**src/rtl/vga_timing_ctrl.sv**
```systemverilog
`default_nettype none
// ============================================================================
// Module   : vga_timing_ctrl
// Brief    : 640x480 raster timing generator. Presents fetch addresses to the
//            frame buffer, registers the returned colour and emits sync/blank
//            aligned to the same pixel.
// Revision : 1.0 - initial release
// ============================================================================
module vga_timing_ctrl #(
    parameter int unsigned H_ACTIVE = 640,
    parameter int unsigned H_FP     = 16,
    parameter int unsigned H_SYNC   = 96,
    parameter int unsigned H_BP     = 48,
    parameter int unsigned V_ACTIVE = 480,
    parameter int unsigned V_FP     = 10,
    parameter int unsigned V_SYNC   = 2,
    parameter int unsigned V_BP     = 33,
    parameter logic        SYNC_POL = 1'b0
) (
    input  logic        clk,
    input  logic        rst,
    input  logic        pix_en,
    input  logic [23:0] vga_data,
    output logic [9:0]  h_addr,
    output logic [9:0]  v_addr,
    output logic        hsync,
    output logic        vsync,
    output logic        blank_n,
    output logic [7:0]  vga_r,
    output logic [7:0]  vga_g,
    output logic [7:0]  vga_b,
    output logic        frame_start
);

    localparam int unsigned c_h_total = H_ACTIVE + H_FP + H_SYNC + H_BP;
    localparam int unsigned c_v_total = V_ACTIVE + V_FP + V_SYNC + V_BP;

    // Region boundaries compared in 11 bits so a 1024-wide axis cannot alias.
    localparam logic [10:0] c_h_act = 11'(H_ACTIVE);
    localparam logic [10:0] c_h_ss  = 11'(H_ACTIVE + H_FP);
    localparam logic [10:0] c_h_se  = 11'(H_ACTIVE + H_FP + H_SYNC);
    localparam logic [10:0] c_v_act = 11'(V_ACTIVE);
    localparam logic [10:0] c_v_ss  = 11'(V_ACTIVE + V_FP);
    localparam logic [10:0] c_v_se  = 11'(V_ACTIVE + V_FP + V_SYNC);
    localparam logic [9:0]  c_h_last = 10'(c_h_total - 1);
    localparam logic [9:0]  c_v_last = 10'(c_v_total - 1);

    // Counters are 10 bits wide; larger rasters cannot be represented.
    generate
        if (c_h_total > 1024) begin : g_h_total_chk
            $error("vga_timing_ctrl: H_TOTAL exceeds 1024");
        end
        if (c_v_total > 1024) begin : g_v_total_chk
            $error("vga_timing_ctrl: V_TOTAL exceeds 1024");
        end
    endgenerate

    logic [9:0]  h_cnt_q, h_cnt_d;
    logic [9:0]  v_cnt_q, v_cnt_d;
    logic        hsync_q, vsync_q, blank_n_q, frame_start_q;
    logic [23:0] rgb_q;

    logic [10:0] w_h_ext, w_v_ext;
    logic        w_active, w_h_sync, w_v_sync;

    assign w_h_ext  = {1'b0, h_cnt_q};
    assign w_v_ext  = {1'b0, v_cnt_q};
    assign w_active = (w_h_ext < c_h_act) && (w_v_ext < c_v_act);
    assign w_h_sync = (w_h_ext >= c_h_ss) && (w_h_ext < c_h_se);
    assign w_v_sync = (w_v_ext >= c_v_ss) && (w_v_ext < c_v_se);

    // Fetch stage: addresses are zeroed outside the visible area.
    assign h_addr = w_active ? h_cnt_q : '0;
    assign v_addr = w_active ? v_cnt_q : '0;

    // Raster position advance: h wraps at end of line, v wraps at end of frame.
    always_comb begin
        h_cnt_d = h_cnt_q;
        v_cnt_d = v_cnt_q;
        if (pix_en) begin
            if (h_cnt_q == c_h_last) begin
                h_cnt_d = '0;
                if (v_cnt_q == c_v_last) begin
                    v_cnt_d = '0;
                end else begin
                    v_cnt_d = v_cnt_q + 10'd1;
                end
            end else begin
                h_cnt_d = h_cnt_q + 10'd1;
            end
        end
    end

    // Raster position registers.
    always_ff @(posedge clk or negedge rst) begin
        if (!rst) begin
            h_cnt_q <= '0;
            v_cnt_q <= '0;
        end else begin
            h_cnt_q <= h_cnt_d;
            v_cnt_q <= v_cnt_d;
        end
    end

    // Output stage: colour, sync, blank and frame marker for the fetched pixel.
    always_ff @(posedge clk or negedge rst) begin
        if (!rst) begin
            hsync_q       <= ~SYNC_POL;
            vsync_q       <= ~SYNC_POL;
            blank_n_q     <= 1'b0;
            rgb_q         <= '0;
            frame_start_q <= 1'b0;
        end else if (pix_en) begin
            hsync_q       <= w_h_sync ? SYNC_POL : ~SYNC_POL;
            vsync_q       <= w_v_sync ? SYNC_POL : ~SYNC_POL;
            blank_n_q     <= w_active;
            rgb_q         <= w_active ? vga_data : 24'd0;
            frame_start_q <= (h_cnt_q == 10'd0) && (v_cnt_q == 10'd0);
        end
    end

    assign hsync       = hsync_q;
    assign vsync       = vsync_q;
    assign blank_n     = blank_n_q;
    assign vga_r       = rgb_q[23:16];
    assign vga_g       = rgb_q[15:8];
    assign vga_b       = rgb_q[7:0];
    assign frame_start = frame_start_q;

endmodule
`default_nettype wire

```
**config.mk**
```make
export PLATFORM = sky130hd
export DESIGN_NAME = vga_timing_ctrl
export DESIGN_NICKNAME = d
export VERILOG_FILES = /design/src/rtl/vga_timing_ctrl.sv
export SDC_FILE = /design/constraint.sdc
export NUM_CORES = 1
export LEC_CHECK = 0
export BUFFER_PORTS_ARGS = -buffer_cell sky130_fd_sc_hd__buf_2
export CORE_ASPECT_RATIO = 0.6
export CORE_MARGIN = 3
export CORE_UTILIZATION = 48
export CTS_BUF_LIST = sky130_fd_sc_hd__clkbuf_2 sky130_fd_sc_hd__clkbuf_4 sky130_fd_sc_hd__clkbuf_8
export CTS_CLUSTER_DIAMETER = 200
export CTS_CLUSTER_SIZE = 30
export DETAILED_ROUTE_END_ITERATION = 8
export PLACE_DENSITY = 0.78
export SETUP_SLACK_MARGIN = 0.3
export SYNTH_ARGS = -nofsm -noshare
export SYNTH_HDL_FRONTEND = slang
export SYNTH_SLANG_ARGS = --single-unit
```
**constraint.sdc**
```tcl
create_clock -name clk -period 1.7 [get_ports clk]
set_input_delay 0.085 -clock clk [delete_from_list [all_inputs] [get_ports clk]]
set_output_delay 0.085 -clock clk [all_outputs]
set_load 0.03 [all_outputs]
```
== Word-level counts from Yosys, hierarchy flattened ==
Index checks and enable logic that the tools add are counted.

* Register bits: 48
* Output and inout bits: 48
* Logic and storage cells: 31

* Add/subtract/negate cells: 2
* Magnitude comparators: 6
* Equal/unequal tests: 2
* Muxes and demuxes: 7
* Reduce and logical (&&, ||, !) cells: 7

{| class="wikitable"
|+ Operator list
! cell !! number
|-
| $mux W10 || 4
|-
| $mux W24 || 1
|-
| $add A10 B1 Y10 const B || 2
|-
| $eq A10 B10 Y1 const B || 2
|-
| $logic_not A10 Y1 || 2
|-
| $lt A10 B10 Y1 const B || 2
|-
| $lt A10 B9 Y1 const B || 2
|-
| $ge A10 B10 Y1 const B || 1
|-
| $ge A10 B9 Y1 const B || 1
|-
| $logic_and A1 B1 Y1 || 4
|-
| $mux W1 || 2
|-
| $reduce_and A2 Y1 || 1
|}

== Logic depth before layout (Yosys ltp) ==
* Word-level depth: 3
* Gate-level depth with buffers: 8
* Depth with buffers taken out: 6

== Least setup slack after synthesis ==
Ideal clock, no wire load.

* Kind: register to output
* Start point: reg v_cnt_q[5]
* End point: out h_addr[0]
* Data arrival time: 1782 ps
* Data required time: 1615 ps
* Path slack: -167 ps
* Stages on the path, launching flop included: 5
* Path buffers: 2
* Cells stage by stage: dfrtp_1 buf_2 and4_1 buf_2 nor4_1

* Cells in the longest elaborated chain, start to end: 3

{| class="wikitable"
|+ Ends and longest elaborated chain
! element !! RTL line !! RTL
|-
| start: declaration || 59 || <nowiki>logic [9:0] v_cnt_q, v_cnt_d;</nowiki>
|-
| start signal: assignment || 101 || <nowiki>v_cnt_q <= v_cnt_d;</nowiki>
|-
| $lt A10 B9 Y1 || 68 || <nowiki>assign w_active = (w_h_ext < c_h_act) && (w_v_ext < c_v_act);</nowiki>
|-
| $logic_and A1 B1 Y1 || 68 ||
|-
| $mux W10 || 73 || <nowiki>assign h_addr = w_active ? h_cnt_q : '0;</nowiki>
|-
| end: declaration || 24 || <nowiki>output logic [9:0] h_addr,</nowiki>
|}

No other way between the ends.

== Worst setup path in the final report ==
* Start point: reg v_cnt_q[9]
* End point: out v_addr[7]

* Cells in the longest elaborated chain, start to end: 3

{| class="wikitable"
|+ Ends and longest elaborated chain
! element !! RTL line !! RTL
|-
| $lt A10 B9 Y1 || 68 ||
|-
| $logic_and A1 B1 Y1 || 68 ||
|-
| $mux W10 || 74 || <nowiki>assign v_addr = w_active ? v_cnt_q : '0;</nowiki>
|-
| end: declaration || 25 || <nowiki>output logic [9:0] v_addr,</nowiki>
|}

No other way between the ends.

==> results.yml <==
floorplan:
  die_height_um: 61.51
  die_w_um: 98.51
  num_io_pins: 75
  start_util_pct: 51.84
  design.core.area_um2: 4755
  die_area_um2: 6059
  rows: 19
grt:
  grt_overflow: 0
  grt_pass1_wl_mm: 13.05
  antenna_found_initial: 0
  use_met2_pct: 46.11
  grt_util_met3_pct: 6.335
  grt_pass1_vias: 2475
  globalRouteTotalUtil_pct: 28.23
  grt_max_degree: 36
  grt_util_met1_pct: 39.64
  top_usage_layer: "met2"
yosys:
  synth_warnings: 0
  yosys.area.top_type: "dfrtp_1"
  synthTopCellsByCount: "dfrtp_1 (46), inv_1 (31), o21ai_0 (30)"
  synth_area_leaders: "dfrtp_1 (47%), o21ai_0 (6.1%), nand3_1 (5.9%)"
  synthFlopType: "dfrtp_1"
  syn_avg_cell_area_um2: 9.301
  synth_cells: 265
  ys_types: 46
  synth_nets: 296
  yosysSeqAreaShare_pct: 48.83
  synthArstFlopShare_pct: 100.0
  yosysTopAreaCellShare_pct: 46.70
  synth_most_common_cell: "dfrtp_1"
  netlist_area_um2: 2465
  ys_seq_elements: 48
  synth_edf_count: 0
cts:
  clock_latency_ps: 310
  path_clk_slew_ps: 90
  cts_tree: "done"
  cts_sinks: 48
  numCtsBuffers: 5
  max-clock-path-buffers: 2
  root_buffer: "clkbuf_8"
  htreeDepth: 2
worst_setup_path:
  cp.arrival_ps: 1760
  cpPeakStageDelay_ps: 410
  critPathKind: "register to output pin"
  worstPathRequired_ps: 1620
  path_max_fanout: 11
  path_cells: "buf_4, nor3_4, buf_6, buf_16, and2_4, buf_6"
  path_delay_family: "buffers and inverters"
  worst-path-buf-inv: 4
  slowest_stage: "dfrtp_1"
  start_kind: "register"
  cpMostUsedCell: "buf_6"
  crit_path_end_kind: "output pin"
run_status:
  violations: "setup timing"
  outcome: "finished, violations left"
route:
  dr.pass1.iters: 5
  drcViolationCount: 0
  wl_per_cell_um: 23.43
  wl_mm: 10.61
  antenna_left: 0
  routed_via_density: 6.146
  drt-initial-drc-count: 445
  vias: 2784
cells_and_area:
  fin_area_um2: 4284
  utilization_pct: 90.11
  multiInputGateArea_um2: 1580
  regArea_um2: 1207
  areaGrowthSynthToFinish_pct: 73.81
  final_cells: 453
  diodes: 0
  final_layout_size_suffix_gt1_share_pct: 62.31
  fill_cells: 179
  nets: 420
placed_design:
  hpwl_mm: 4.736
  place_congestion: 0.8930
  dp_cells: 412
  placement.io_buffers: 73
  place_area_um2: 3281
timing:
  clock_skew_ps: 4.818
  worst_pin_slew_ps: 518.5
  setup_violations: 32
  whs_ps: 15.80
  fin_crit_sh_pct: 108.4
  setup_slack_ps: -142.1
  hold_viol_final: 0
  drv_slew: 0
  slew_headroom_pct: 65.44
  fmax_ghz: 0.5429
  rsz0062_at_grt: "true"
  period_needed_ps: 1842
power:
  max-vdd-ir-drop_v: 0.001009
  p_leak_nw: 2.062
  pwr_density_cell_nw_per_um2: 829.5
run:
  cap_violations: 0
worst_hold_path:
  hold_path_class: "input pin to register"
==> metrics by stage <==
step                total power [mW]  worst slack [ps]  TNS (ps)
floorplan                      1.990             93.94         0
finish                         3.554            -142.1     -2273
CTS                            3.347            -132.5     -1974
global route                   3.673            -185.7     -3921
detailed placement             2.301             34.60         0
global placement               2.285             92.89         0
==> final cells by class <==
class | instances | area share [%]
multi-input combinational | 167 | 36.89
sequential | 48 | 28.18
timing repair buffer | 136 | 27.54
inverter | 31 | 2.833
tap | 63 | 1.840
clock buffer | 5 | 1.606
clock inverter | 3 | 1.110
==> layout by cell type (no fill, tap or decap), types with 3 or more instances in the layout <==
master,instances
nand2_1,9
nand3_4,6
a21oi_1,3
o21ai_2,16
inv_1,27
nor2_1,7
and3_1,3
o21ai_1,13
and2_4,13
buf_8,3
xnor2_1,7
nand4_1,8
clkbuf_8,5
nor4_1,3
dfrtp_2,3
nor4_4,7
buf_4,31
dfrtp_1,43
buf_16,3
buf_2,54
buf_12,5
ha_4,3
buf_6,39
nand3_2,21
==> worst paths after layout <==
path | cells after the start | start | slack [ps] | endpoint
max | 6 | v_cnt_q[9]$_DFFE_PN0P_ | -140 | v_addr[7]
max in group asynchronous | 3 | rst | 840 | hsync$_DFFE_PN1P_
max reg2reg | 5 | h_cnt_q[7]$_DFFE_PN0P_ | -120 | v_cnt_q[3]$_DFFE_PN0P_
min reg2reg | 1 | frame_start$_DFFE_PN0P_ | 490 | frame_start$_DFFE_PN0P_
min in group asynchronous | 2 | rst | 280 | rgb_q[3]$_DFFE_PN0P_
min | 3 | vga_data[21] | 20 | rgb_q[21]$_DFFE_PN0P_
==> kinds of logic (layout without fill, tap and decap cells) <==
family	count (synthesis)	count (layout)	share of synthesized area [%]
XOR/XNOR	10	10	3.554
flip-flops	48	48	48.83
AND/OR/NAND/NOR	102	102	23.91
adder cells (fa/ha/maj)	4	4	2.031
buffers and inverters	50	175	9.036
multiplexers	3	3	1.320
other	1	1	0.1521
AO/OA/AOI/OAI	47	47	11.17
==> tightest hold or removal path, cell delays in order <==
cell and delay (ps):
buf_2 80, nand3_2 70, o21ai_2 50
==> sequential cells by signal, indices dropped and copies added (netlist names) <==
| signal | flops |
|---|---|
| v_cnt_q | 10 |
| rgb_q | 24 |
| vsync | 1 |
| blank_n | 1 |
| h_cnt_q | 10 |
| frame_start | 1 |
| hsync | 1 |
==> routing by layer <==
metal  vias to the layer above  wire (um)
li1                       1166          -
met1                      1333       4031
met2                       238       4862
met3                        47       1258
met4                         0        460
met5                         -          0
==> report_power, final <==
group	switching [mW]	leakage (nW)	internal (mW)
Sequential	0.109	0.578	1.26
Combinational	0.770	1.43	0.552
Clock	0.424	0.0583	0.444
Total	1.30	2.06	2.25
==> repair_timing <==
action                                  in CTS  in global routing
pin swaps                                   21                 15
endpoints found under the setup margin      58                 62
hold buffers                                 1                  0
setup buffers                               20                  9
hold endpoints to repair                    17                  0
resized for setup                           85                 58
gates cloned                                 3                  0
(Power assumes the default switching activity.)
